**src/rtl/rf_controller.sv**
```systemverilog
// rf_controller: five-state micro-sequencer that drives the Acc/B..G register file (optional flags under RF_CTRL_FLAGS_EN)
module rf_controller #(
  parameter int DATA_W   = 8,
  parameter int SEL_W    = 3,
  parameter int NUM_REGS = 7
) (
  input  logic              Ctl_clk,
  input  logic              Ctl_rst_n,
  input  logic [15:0]       Instr_in,
  input  logic              Instr_valid,
  output logic              Instr_ready,
  output logic [SEL_W-1:0]  Select,
  output logic [DATA_W-1:0] Data_in,
  output logic              RF_we,
  output logic [DATA_W-1:0] Acc_in,
  output logic              Acc_we,
  input  logic [DATA_W-1:0] Data_out,
  input  logic [DATA_W-1:0] Acc_out,
  output logic              Done,
  output logic              Err,
  output logic              Flag_c,
  output logic              Flag_z
);
  typedef enum logic [2:0] {S_IDLE, S_READ, S_EXEC, S_WRITE, S_DONE} state_t;
  localparam logic [3:0] OP_NOP  = 4'd0;
  localparam logic [3:0] OP_LDI  = 4'd1;
  localparam logic [3:0] OP_MOVA = 4'd2;
  localparam logic [3:0] OP_MOVR = 4'd3;
  localparam logic [3:0] OP_ADD  = 4'd4;
  localparam logic [3:0] OP_SUB  = 4'd5;
  localparam logic [3:0] OP_AND  = 4'd6;
  localparam logic [3:0] OP_OR   = 4'd7;
  localparam logic [3:0] OP_XOR  = 4'd8;
  localparam logic [3:0] OP_ADDI = 4'd9;
  localparam logic [SEL_W-1:0] MAX_SEL = SEL_W'(NUM_REGS - 1);

  state_t            st, nxt;
  logic [3:0]        opc_q;
  logic [SEL_W-1:0]  rsel_q, sel_q;
  logic [DATA_W-1:0] imm_q, a_q, r_q, res_q;
  logic              err_q;
  logic [DATA_W:0]   alu;
  logic              bad, to_acc, rf_path, acc_path;

  // Operand range checks only apply to opcodes that name a register.
  assign bad      = opc_q > OP_ADDI || (opc_q != OP_NOP && opc_q != OP_ADDI && rsel_q > MAX_SEL);
  assign to_acc   = opc_q >= OP_MOVR && opc_q <= OP_XOR;
  // An accumulator result with rsel==0 (and ADDI) must go through the RF port, since the RF drops Acc_we at select 0.
  assign rf_path  = opc_q == OP_LDI || opc_q == OP_MOVA || opc_q == OP_ADDI || (to_acc && rsel_q == '0);
  assign acc_path = to_acc && rsel_q != '0;

  // State register
  always_ff @(posedge Ctl_clk)
    if (!Ctl_rst_n) st <= S_IDLE;
    else st <= nxt;

  // Next-state logic
  always_comb begin
    nxt = st;
    case (st)
      S_IDLE:  nxt = Instr_valid ? S_READ : S_IDLE;
      S_READ:  nxt = bad ? S_DONE : S_EXEC;
      S_EXEC:  nxt = S_WRITE;
      S_WRITE: nxt = S_DONE;
      default: nxt = S_IDLE;
    endcase
  end

  // Instruction latch, operand capture, result and select registers
  always_ff @(posedge Ctl_clk)
    if (!Ctl_rst_n) begin
      opc_q  <= '0;
      rsel_q <= '0;
      imm_q  <= '0;
      sel_q  <= '0;
      a_q    <= '0;
      r_q    <= '0;
      res_q  <= '0;
      err_q  <= 1'b0;
    end else begin
      if (st == S_IDLE && Instr_valid) begin
        opc_q  <= Instr_in[15:12];
        rsel_q <= Instr_in[8 +: SEL_W];
        imm_q  <= Instr_in[0 +: DATA_W];
        sel_q  <= Instr_in[8 +: SEL_W];
      end
      if (st == S_READ) begin
        a_q   <= Acc_out;
        r_q   <= Data_out;
        err_q <= bad;
      end
      if (st == S_EXEC) begin
        res_q <= alu[DATA_W-1:0];
        sel_q <= opc_q == OP_ADDI ? '0 : rsel_q;
      end
    end

  // Single-operand ALU; bit DATA_W is carry (ADD/ADDI) or borrow (SUB)
  always_comb begin
    alu = '0;
    case (opc_q)
      OP_LDI:  alu = {1'b0, imm_q};
      OP_MOVA: alu = {1'b0, a_q};
      OP_MOVR: alu = {1'b0, r_q};
      OP_ADD:  alu = {1'b0, a_q} + {1'b0, r_q};
      OP_SUB:  alu = {1'b0, a_q} - {1'b0, r_q};
      OP_AND:  alu = {1'b0, a_q & r_q};
      OP_OR:   alu = {1'b0, a_q | r_q};
      OP_XOR:  alu = {1'b0, a_q ^ r_q};
      OP_ADDI: alu = {1'b0, a_q} + {1'b0, imm_q};
      default: alu = '0;
    endcase
  end

`ifdef RF_CTRL_FLAGS_EN
  // Flags follow ALU opcodes only, updated as the result is registered
  always_ff @(posedge Ctl_clk)
    if (!Ctl_rst_n) begin
      Flag_c <= 1'b0;
      Flag_z <= 1'b0;
    end else if (st == S_EXEC && opc_q >= OP_ADD && opc_q <= OP_ADDI) begin
      Flag_c <= alu[DATA_W];
      Flag_z <= alu[DATA_W-1:0] == '0;
    end
`else
  logic unused_carry;
  assign unused_carry = alu[DATA_W];
  assign Flag_c = 1'b0;
  assign Flag_z = 1'b0;
`endif

  // Output decode: strobes and data only in their own cycle, select held
  always_comb begin
    Instr_ready = st == S_IDLE;
    Select      = sel_q;
    RF_we       = st == S_WRITE && rf_path;
    Acc_we      = st == S_WRITE && acc_path;
    Data_in     = RF_we ? res_q : '0;
    Acc_in      = Acc_we ? res_q : '0;
    Done        = st == S_DONE;
    Err         = st == S_DONE && err_q;
  end
endmodule

```
**config.mk**
```make
export PLATFORM = sky130hd
export DESIGN_NAME = rf_controller
export DESIGN_NICKNAME = d
export VERILOG_FILES = /design/src/rtl/rf_controller.sv
export SDC_FILE = /design/constraint.sdc
export NUM_CORES = 1
export LEC_CHECK = 0
export CAP_MARGIN = 20
export CORE_MARGIN = 1
export CORE_UTILIZATION = 48
export CTS_CLUSTER_DIAMETER = 150
export DETAILED_ROUTE_END_ITERATION = 10
export HOLD_SLACK_MARGIN = 0.03
export PLACE_DENSITY = 0.75
export SYNTH_ARGS = -nofsm -noshare
export SYNTH_HDL_FRONTEND = slang
export SYNTH_SLANG_ARGS = --single-unit
```
**constraint.sdc**
```tcl
create_clock -name Ctl_clk -period 6.8 [get_ports Ctl_clk]
set_input_delay 0.68 -clock Ctl_clk [delete_from_list [all_inputs] [get_ports Ctl_clk]]
set_output_delay 0.68 -clock Ctl_clk [all_outputs]
set_load 0.03 [all_outputs]
```
# Word-level counts from Yosys, hierarchy flattened
# Index checks and enable logic that the tools add are counted.
[totals]
ff_bits = 46
out_inout_bits = 26
[op_classes]
bitwise_logic = 3
magnitude_cmp = 4
muxes = 9
eq_ne = 14
reduce_logical = 18
n_addsub = 3
[ops]
columns = ["operator", "n"]
rows = [
  ["case mux 8 bit (9 select lines)", 1],
  ["adder 8 bit", 2],
  ["equality test 4 x 3 -> 1 bit (second input constant)", 4],
  ["two-way mux 8 bit", 2],
  ["two-way mux 3 bit", 4],
  ["case mux 3 bit (4 select lines)", 1],
  ["logical AND 1 bit", 9],
  ["bitwise AND 8 bit", 1],
  ["equality test 4 x 2 -> 1 bit (second input constant)", 2],
  ["equality test 4 bit (second input constant)", 2],
  ["bitwise OR 8 bit", 1],
  ["subtractor 8 bit", 1],
  ["bitwise XOR 8 bit", 1],
  ["equality test 3 x 2 -> 1 bit (second input constant)", 2],
  ["logical NOT 3 bit", 2],
  ["equality test 4 x 1 -> 1 bit (second input constant)", 1],
  ["greater-or-equal comparator 4 x 2 -> 1 bit (second input constant)", 1],
  ["greater-than comparator 4 bit (second input constant)", 1],
  ["<= comparator 4 bit (second input constant)", 1],
  ["logical OR 1 bit", 4],
  ["!= test 4 bit (second input constant)", 1],
  ["nonzero test 4 bit", 1],
  ["equality test 3 x 1 -> 1 bit (second input constant)", 1],
  ["equality test 3 bit (second input constant)", 1],
  ["4 further kinds", 4],
]

# Logic depth before layout (Yosys ltp)
# Gate-level depths: netlist (run 1).
[depth]
ltp_word = 6
depth_mapped = 14

# Least setup slack after synthesis (run 1)
# OpenSTA, ideal clock, no wires.
[synth_timing]
kind = "register -> output"
start = "register opc_q[1]"
end = "output Data_in[0]"
path_buffers = 2
path_slack_ns = 3.846
t_arrival_ns = 2.274
stages_incl_launch_ff = 9
cell_sequence = "dfxtp_1 clkbuf_1 nor2b_1 clkbuf_1 a22oi_1 nor2_1 a21oi_1 a21oi_1 and2_1"
[synth_via]
elab_chain_len = 6
word_cells_on_any_way = 12
[synth_rtl]
columns = ["item", "line_no", "source"]
rows = [
  ["from (decl)", "38", "logic [3:0] opc_q;"],
  ["from (signal assigned)", "82", "opc_q <= Instr_in[15:12];"],
  ["greater-or-equal comparator 4 x 2 -> 1 bit (tied with other cells)", "47", "assign to_acc = opc_q >= OP_MOVR && opc_q <= OP_XOR;"],
  ["logical AND 1 bit or logical OR 1 bit (tied branches)", "47, 49", ""],
  ["logical AND 1 bit or logical OR 1 bit (tied branches)", "49", "assign rf_path = opc_q == OP_LDI || opc_q == OP_MOVA || opc_q == OP_ADDI || (to_acc && rsel_q == '0);"],
  ["logical OR 1 bit (*)", "49", ""],
  ["logical AND 1 bit (*)", "136", "RF_we = st == S_WRITE && rf_path;"],
  ["named net RF_we", "14", "output logic RF_we,"],
  ["two-way mux 8 bit (*)", "138", "Data_in = RF_we ? res_q : '0;"],
  ["to (decl)", "13", "output logic [DATA_W-1:0] Data_in,"],
]
# Mark *: on every way through the listed nets, which the timed path passes. The rest lies on a longest branch.

# Worst setup path after layout (run 1)
[layout_timing]
start = "register opc_q[1]"
end = "output Data_in[2]"
[layout_via]
elab_chain_len = 6
word_cells_on_any_way = 12
[layout_rtl]
columns = ["item", "line_no"]
rows = [
  ["greater-or-equal comparator 4 x 2 -> 1 bit (tied with other cells)", "47"],
  ["logical AND 1 bit or logical OR 1 bit (tied branches)", "47, 49"],
  ["logical AND 1 bit or logical OR 1 bit (tied branches)", "49"],
  ["logical OR 1 bit (*)", "49"],
  ["logical AND 1 bit (*)", "136"],
  ["two-way mux 8 bit (*)", "138"],
]
# Mark *: on every way between the ends. The rest lies on a longest branch, timed or not.

==> run metrics, run 1 <==
layout cells sized above 1=2.84%; most common cell after layout, fill and taps aside=nand2_1; max-cap violation count=0; DRC=0; RSZ-0062 raised after global routing=no; crit share post-route=62.5%; simple-gate share of the synthesized area=24.4%; CTS tree=built; worst setup path startpoint=opc_q[1]$_SDFFE_PN0P_; die area=6880 µm²; Worst R2R Start=opc_q[1]$_SDFFE_PN0P_; largest family of logic cells by synthesized area=simple AND/OR/NAND/NOR gates; dpl hpwl=6.09 mm; total number of vias=3015; worst path arrival time=3570 ps; Max Freq=235 MHz; met2 Usage GRT=41.9%; drt via density=5.65; placer's final routability congestion estimate=0.935; Hold Path End=res_q[5]$_SDFFE_PN0N_; Seq/Total Area, Yosys=29.3%; Synth-to-Final Area Change=20.0%; met3 global-route usage=4.17%; R2R depth=11; number of buffers created by CTS=5; diodes inserted=0; Synth Flop Type=dfxtp_1; # setup viols final=0; maximum number of pins on one net before global-route repair=38; Hold-fix buffers, CTS=0; critical path fanouts, max=19; post-synthesis mux area share=2.86%; worst vdd ir=123 µV; number of global-route vias before repair=2892; Final #Nets=519; CTS Sinks=46; Mapped Cells=419; Cells after DPL=528; startpoint type of the worst setup path=register; Crit. End Element=output port; post-layout min period=4250 ps; Power Dens Cells=168 nW/µm²; DRT iter0 DRCs=167; DRT Pass-1 Iters=4; hold crit path type=reg2reg; Longest Clk Path Bufs=2; leading area contributor after synthesis=dfxtp_1; r2r setup slk=3240 ps; Yosys warning total=0; area share of the largest cell type after synthesis=29.3%; Hold Vio Cnt, Final=0; Initial Util=49.6%; Worst slew margin=39.9%; Synth Area in XOR/XNOR=2.23%; leakage=1.45 nW; status=finished, final reports clean; met1 usage=33.2%; synthesized flop and latch total=46; post-route antenna net violation count=0; skew final=7.60 ps; most frequent cells in the layout=nand2_1, clkdlybuf4s50_1, a21oi_1, dfxtp_1, ha_1; Worst EP required=6120 ps; Adder-Cell Fraction of Synth Area=10.6%; Synth Cell Area=3150 µm²; Synth Area in Compound Gates=24.2%; core area=6350 µm²; Crit Reg-Reg Endpoint=res_q[7]$_SDFFE_PN0N_; top cells by area, synth=dfxtp_1, nand2_1, ha_1; die height=83.0 µm; gr usage total=25.0%; Hold Path Depth=2; count of input and output buffers=57; global-route wire length before repair=14.0 mm; Final Routed Wirelength=8.16 mm; io pins=61; Setup CP Type=reg2out; initial antenna violation count=0; asr flop ratio synth=0%; Post-CTS Resized=0; Most Used Layer, Global Route=met2; post-synth cell types=49; Post-Route Setup TNS=0 ps; Routed wire per std cell=15.3 µm; global route total overflow=0; Max H-tree Level=2; Post-CTS Setup Bufs=0; HP Start=res_q[5]$_SDFFE_PN0N_; EDFF count, synth=0; Syn Area/Cell=7.51 µm²; Clock Latency Late Sink=300 ps; clock root cell=clkbuf_8; Cell Rows=29; Die Wd=83.0 µm; Worst Max-Slew Pin Slew=900 ps; fin cells=534; CTS clk-pin slew, worst paths=80 ps; fin. max-slew vios=0
==> kinds of logic after synthesis <==
| group | after synthesis |
|---|---|
| other | 1 |
| AO/OA/AOI/OAI | 120 |
| multiplexers | 9 |
| AND/OR/NAND/NOR | 164 |
| buffers and inverters | 45 |
| adder cells (fa/ha/maj) | 26 |
| XOR/XNOR | 8 |
| flip-flops | 46 |
==> cell usage after synthesis, drive strengths merged (7+ instances only) <==
cell type / count
nand2: 91
a21oi: 50
dfxtp: 46
ha: 25
and2: 21
clkbuf: 21
o21ai: 20
inv: 18
nor2: 18
mux2i: 9
o22ai: 8
a22o: 7
nor2b: 7
nor3: 7
==> registers in the layout (all words and copies together), names as in the netlist <==
name and cells:
Select 3, st 3, err_q 1, imm_q 8, a_q 8, opc_q 4, res_q 8, rsel_q 3
r_q 8
==> worst max path at each step <==
stage	cells after the start	slack, ps	to
final	7	2550	Data_in[2]
after global routing	7	2330	Data_in[3]
after CTS	7	2590	Data_in[2]
after detailed placement	7	2920	Data_in[2]
after global placement	7	2940	Data_in[7]
after floorplan	8	3850	Data_in[0]
==> routing by layer <==
metal	wire [µm]	share of wire (%)
met1	3760	46
met2	3760	46
met3	537	6.6
met4	106	1.3
met5	0	0
==> critical path: stages, from the launching register on <==
cell             delay [ps]
dfxtp_1                 910
nor2b_1                 730
a22oi_1                 140
nor2_1                  130
a21oi_1                  50
a21oi_1                 450
and2_1                  190
clkdlybuf4s50_1         660
==> metrics by stage <==
| stage | hold slack [ps] | util [%] | setup WS, ps | total power [W] | area, µm² |
|---|---|---|---|---|---|
| 3_3_place_gp | 458 | 58.1 | 2940 | 0.000471 | 3690 |
| 6_report | 479 | 59.4 | 2550 | 0.000635 | 3770 |
| 4_1_cts | 484 | 59.4 | 2590 | 0.000641 | 3770 |
| 2_1_floorplan | 445 | - | 3850 | 0.000421 | 3150 |
| 3_5_place_dp | 472 | 58.1 | 2920 | 0.000475 | 3690 |
| 5_1_grt | 505 | 59.4 | 2330 | 0.000675 | 3770 |
==> report_power, final <==
part	total (W)	switching, W	internal (W)
sequential	0.000314	0.0000287	0.000286
clock	0.000166	0.0000873	0.0000785
combinational	0.000155	0.0000870	0.0000683
==> layout make-up <==
type	count	area [µm²]
fillers	597	2570
multi-input cells	329	2030
flip-flops and latches	46	921
repair buffers	58	578
well taps	77	96.3
clock buffers	6	82.6
inverters	18	67.6
Power figures use the tool's default switching activity.
==> run 2, diff against run 1 <==
Settings changed: CORE_UTILIZATION 48 to 47, PLACE_DENSITY 0.75 to 0.76.
Clock period 6.8 ns to 3.76 ns, I/O delays scaled along.
==> run 2 against run 1 <==
Against the previous run:
- the flow now finishes with violations (design-rule violations)
- critical endpoint is now Data_in[3]
- core utilization about the same
- largest cell class unchanged
- flip-flop and latch count unchanged
- wire length fell by 6.5%
- clock power rose by 93%
- hold slack got worse by 8.4 ps
- critical path type unchanged
- non-clock buffer count increased by 5
- global-route usage fell by 2.1 points
==> run metrics, run 2 (synthesis gave the netlist of run 1 again) <==
status=finished with violations; failing checks=design-rule violations; register area=921 µm²; Hold-fix buffers, CTS=0; final hold slack=471 ps; fin. max-slew vios=0; met1 wire length=3.64 mm; FILL cells=617; Internal=0.000792 W; worst setup path startpoint=opc_q[3]$_SDFFE_PN0P_; total number of vias=3005; Comb pwr share=24.6%; Post-Route Setup TNS=0 ps; Buf+Inv Stages, Crit Path=1; Crit Reg-Reg Endpoint=res_q[7]$_SDFFE_PN0N_; met2 wire length=3.54 mm; Post-CTS Setup Bufs=0; fin cells=541; Worst R2R Start=opc_q[2]$_SDFFE_PN0P_; DRC=10; post-route antenna net violation count=0; most common cell after layout, fill and taps aside=nand2_1; Switching Share=32.2%; CP Depth=7; count of input and output buffers=57; Clock Latency Late Sink=300 ps; Cells after DPL=533; R2R depth=12; Post-CTS Resized=0; global-route wire length before repair=13.0 mm; diodes inserted=0; layout cells sized above 1=4.09%; max-cap violation count=0; Initial Util=49.0%; Cell Chain, Critical Path=nor2b_1, a22oi_1, nor2_1, a21oi_1, a21oi_1, and2_1, clkdlybuf4s50_1; Max Freq=287 MHz; most frequent cells in the layout=nand2_1, clkdlybuf4s50_1, a21oi_1, dfxtp_1, ha_1; Longest Clk Path Bufs=2; Max Used Layer=met4; Hold Vio Cnt, Final=0; HP Start=res_q[3]$_SDFFE_PN0N_; Final #Nets=524; Flop pwr share=47.9%; hold crit path type=reg2reg; CP max-delay cell=clkdlybuf4s50_1; skew final=10.6 ps; placer's final routability congestion estimate=0.913; clock root cell=clkbuf_8; Power Dens Cells=305 nW/µm²; core area=6420 µm²; Worst Max-Slew Pin Slew=652 ps; DRT iter0 DRCs=203; critical path fanouts, max=11; initial antenna violation count=0; footprint of the multi-input gates=2030 µm²; # setup viols final=0; drt via density=5.55; Setup CP Type=reg2out; CTS tree=built; dpl hpwl=5.94 mm; Max H-tree Level=2; Cell Rows=29; Routed wire per std cell=14.1 µm; r2r setup slk=460 ps; number of global-route vias before repair=2658; crit share post-route=92.7%; CTS clk-pin slew, worst paths=90 ps; worst vdd ir=222 µV; post-layout min period=3480 ps; Design Area, Final=3820 µm²; startpoint type of the worst setup path=register; global route total overflow=0; Synth-to-Final Area Change=21.4%; die height=83.8 µm; Top Family by Delay on Critical Path=simple AND/OR/NAND/NOR gates; Place WS=498 ps; P_sw=0.000375 W; Setup crit end=Data_in[3]; Final Routed Wirelength=7.64 mm; worst path arrival time=3110 ps; Die Wd=83.8 µm; RSZ-0062 raised after global routing=no; Crit. End Element=output port; number of buffers created by CTS=5; io pins=61; CTS Sinks=46; maximum number of pins on one net before global-route repair=38; Placement Cell Area=3730 µm²; slowest stage delay, CP=660 ps; final setup margin=276 ps; Clock power frac=27.5%; DRT Pass-1 Iters=7; Worst EP required=3380 ps; gr usage total=22.8%; Crit path top cell by count=a21oi_1; die area=7030 µm²; WL met3=368 µm; Worst slew margin=56.5%; leakage=1.48 nW
[run 2: changes by cell type in the layout (fill, tap and decap cells not counted)]
cell      before  now
clkbuf_1       0    1
clkinv_2       0    1
buf_4          1    6
[run 2: worst min-delay path by stage]
stage / slack (ps) / depth (start not counted) / to
floorplan: 440 / 2 / res_q[3]$_SDFFE_PN0N_
global placement: 450 / 2 / res_q[5]$_SDFFE_PN0N_
detailed placement: 460 / 2 / res_q[3]$_SDFFE_PN0N_
CTS: 470 / 2 / res_q[3]$_SDFFE_PN0N_
global route: 500 / 2 / res_q[4]$_SDFFE_PN0N_
finish: 470 / 2 / res_q[3]$_SDFFE_PN0N_
[run 2: power groups by stage]
stage	Combinational, W	Clock, W	Sequential (W)
after floorplan	0.000202	0	0.000560
after global placement	0.000283	0	0.000569
after detailed placement	0.000287	0	0.000570
after CTS	0.000288	0.000324	0.000559
after global routing	0.000323	0.000343	0.000565
final	0.000287	0.000321	0.000559
[run 2: worst reg2reg max path: cells and delay by family (launching register included)]
family	cells	cell delay, ps
compound gates	6	1180
xor+xnor	2	350
fa+ha+maj	1	320
flops	1	620
simple gates	3	720
[run 2: layout make-up]
| type | instances | area share, % |
|---|---|---|
| Clock buffer | 7 | 2.26 |
| Clock inverter | 1 | 0.131 |
| Inverter | 18 | 1.77 |
| Multi-Input combinational cell | 329 | 53.1 |
| Sequential cell | 46 | 24.1 |
| Tap cell | 77 | 2.52 |
| Timing Repair Buffer | 63 | 16.1 |
[run 2: stage by stage]
stage          utilization [%]  power, W
3_5_place_dp              58.1  0.000857
6_report                  59.5   0.00117
2_1_floorplan                -  0.000762
3_3_place_gp              58.1  0.000852
5_1_grt                   59.5   0.00123
4_1_cts                   59.5   0.00117
[run 2: routing by layer]
metal / GRT usage (%) / up-vias
met1: 31.6 / 1370
li1: - / 1535
met2: 37.3 / 92
met3: 3.17 / 8
met4: 5.80 / 0
met5: 0 / -
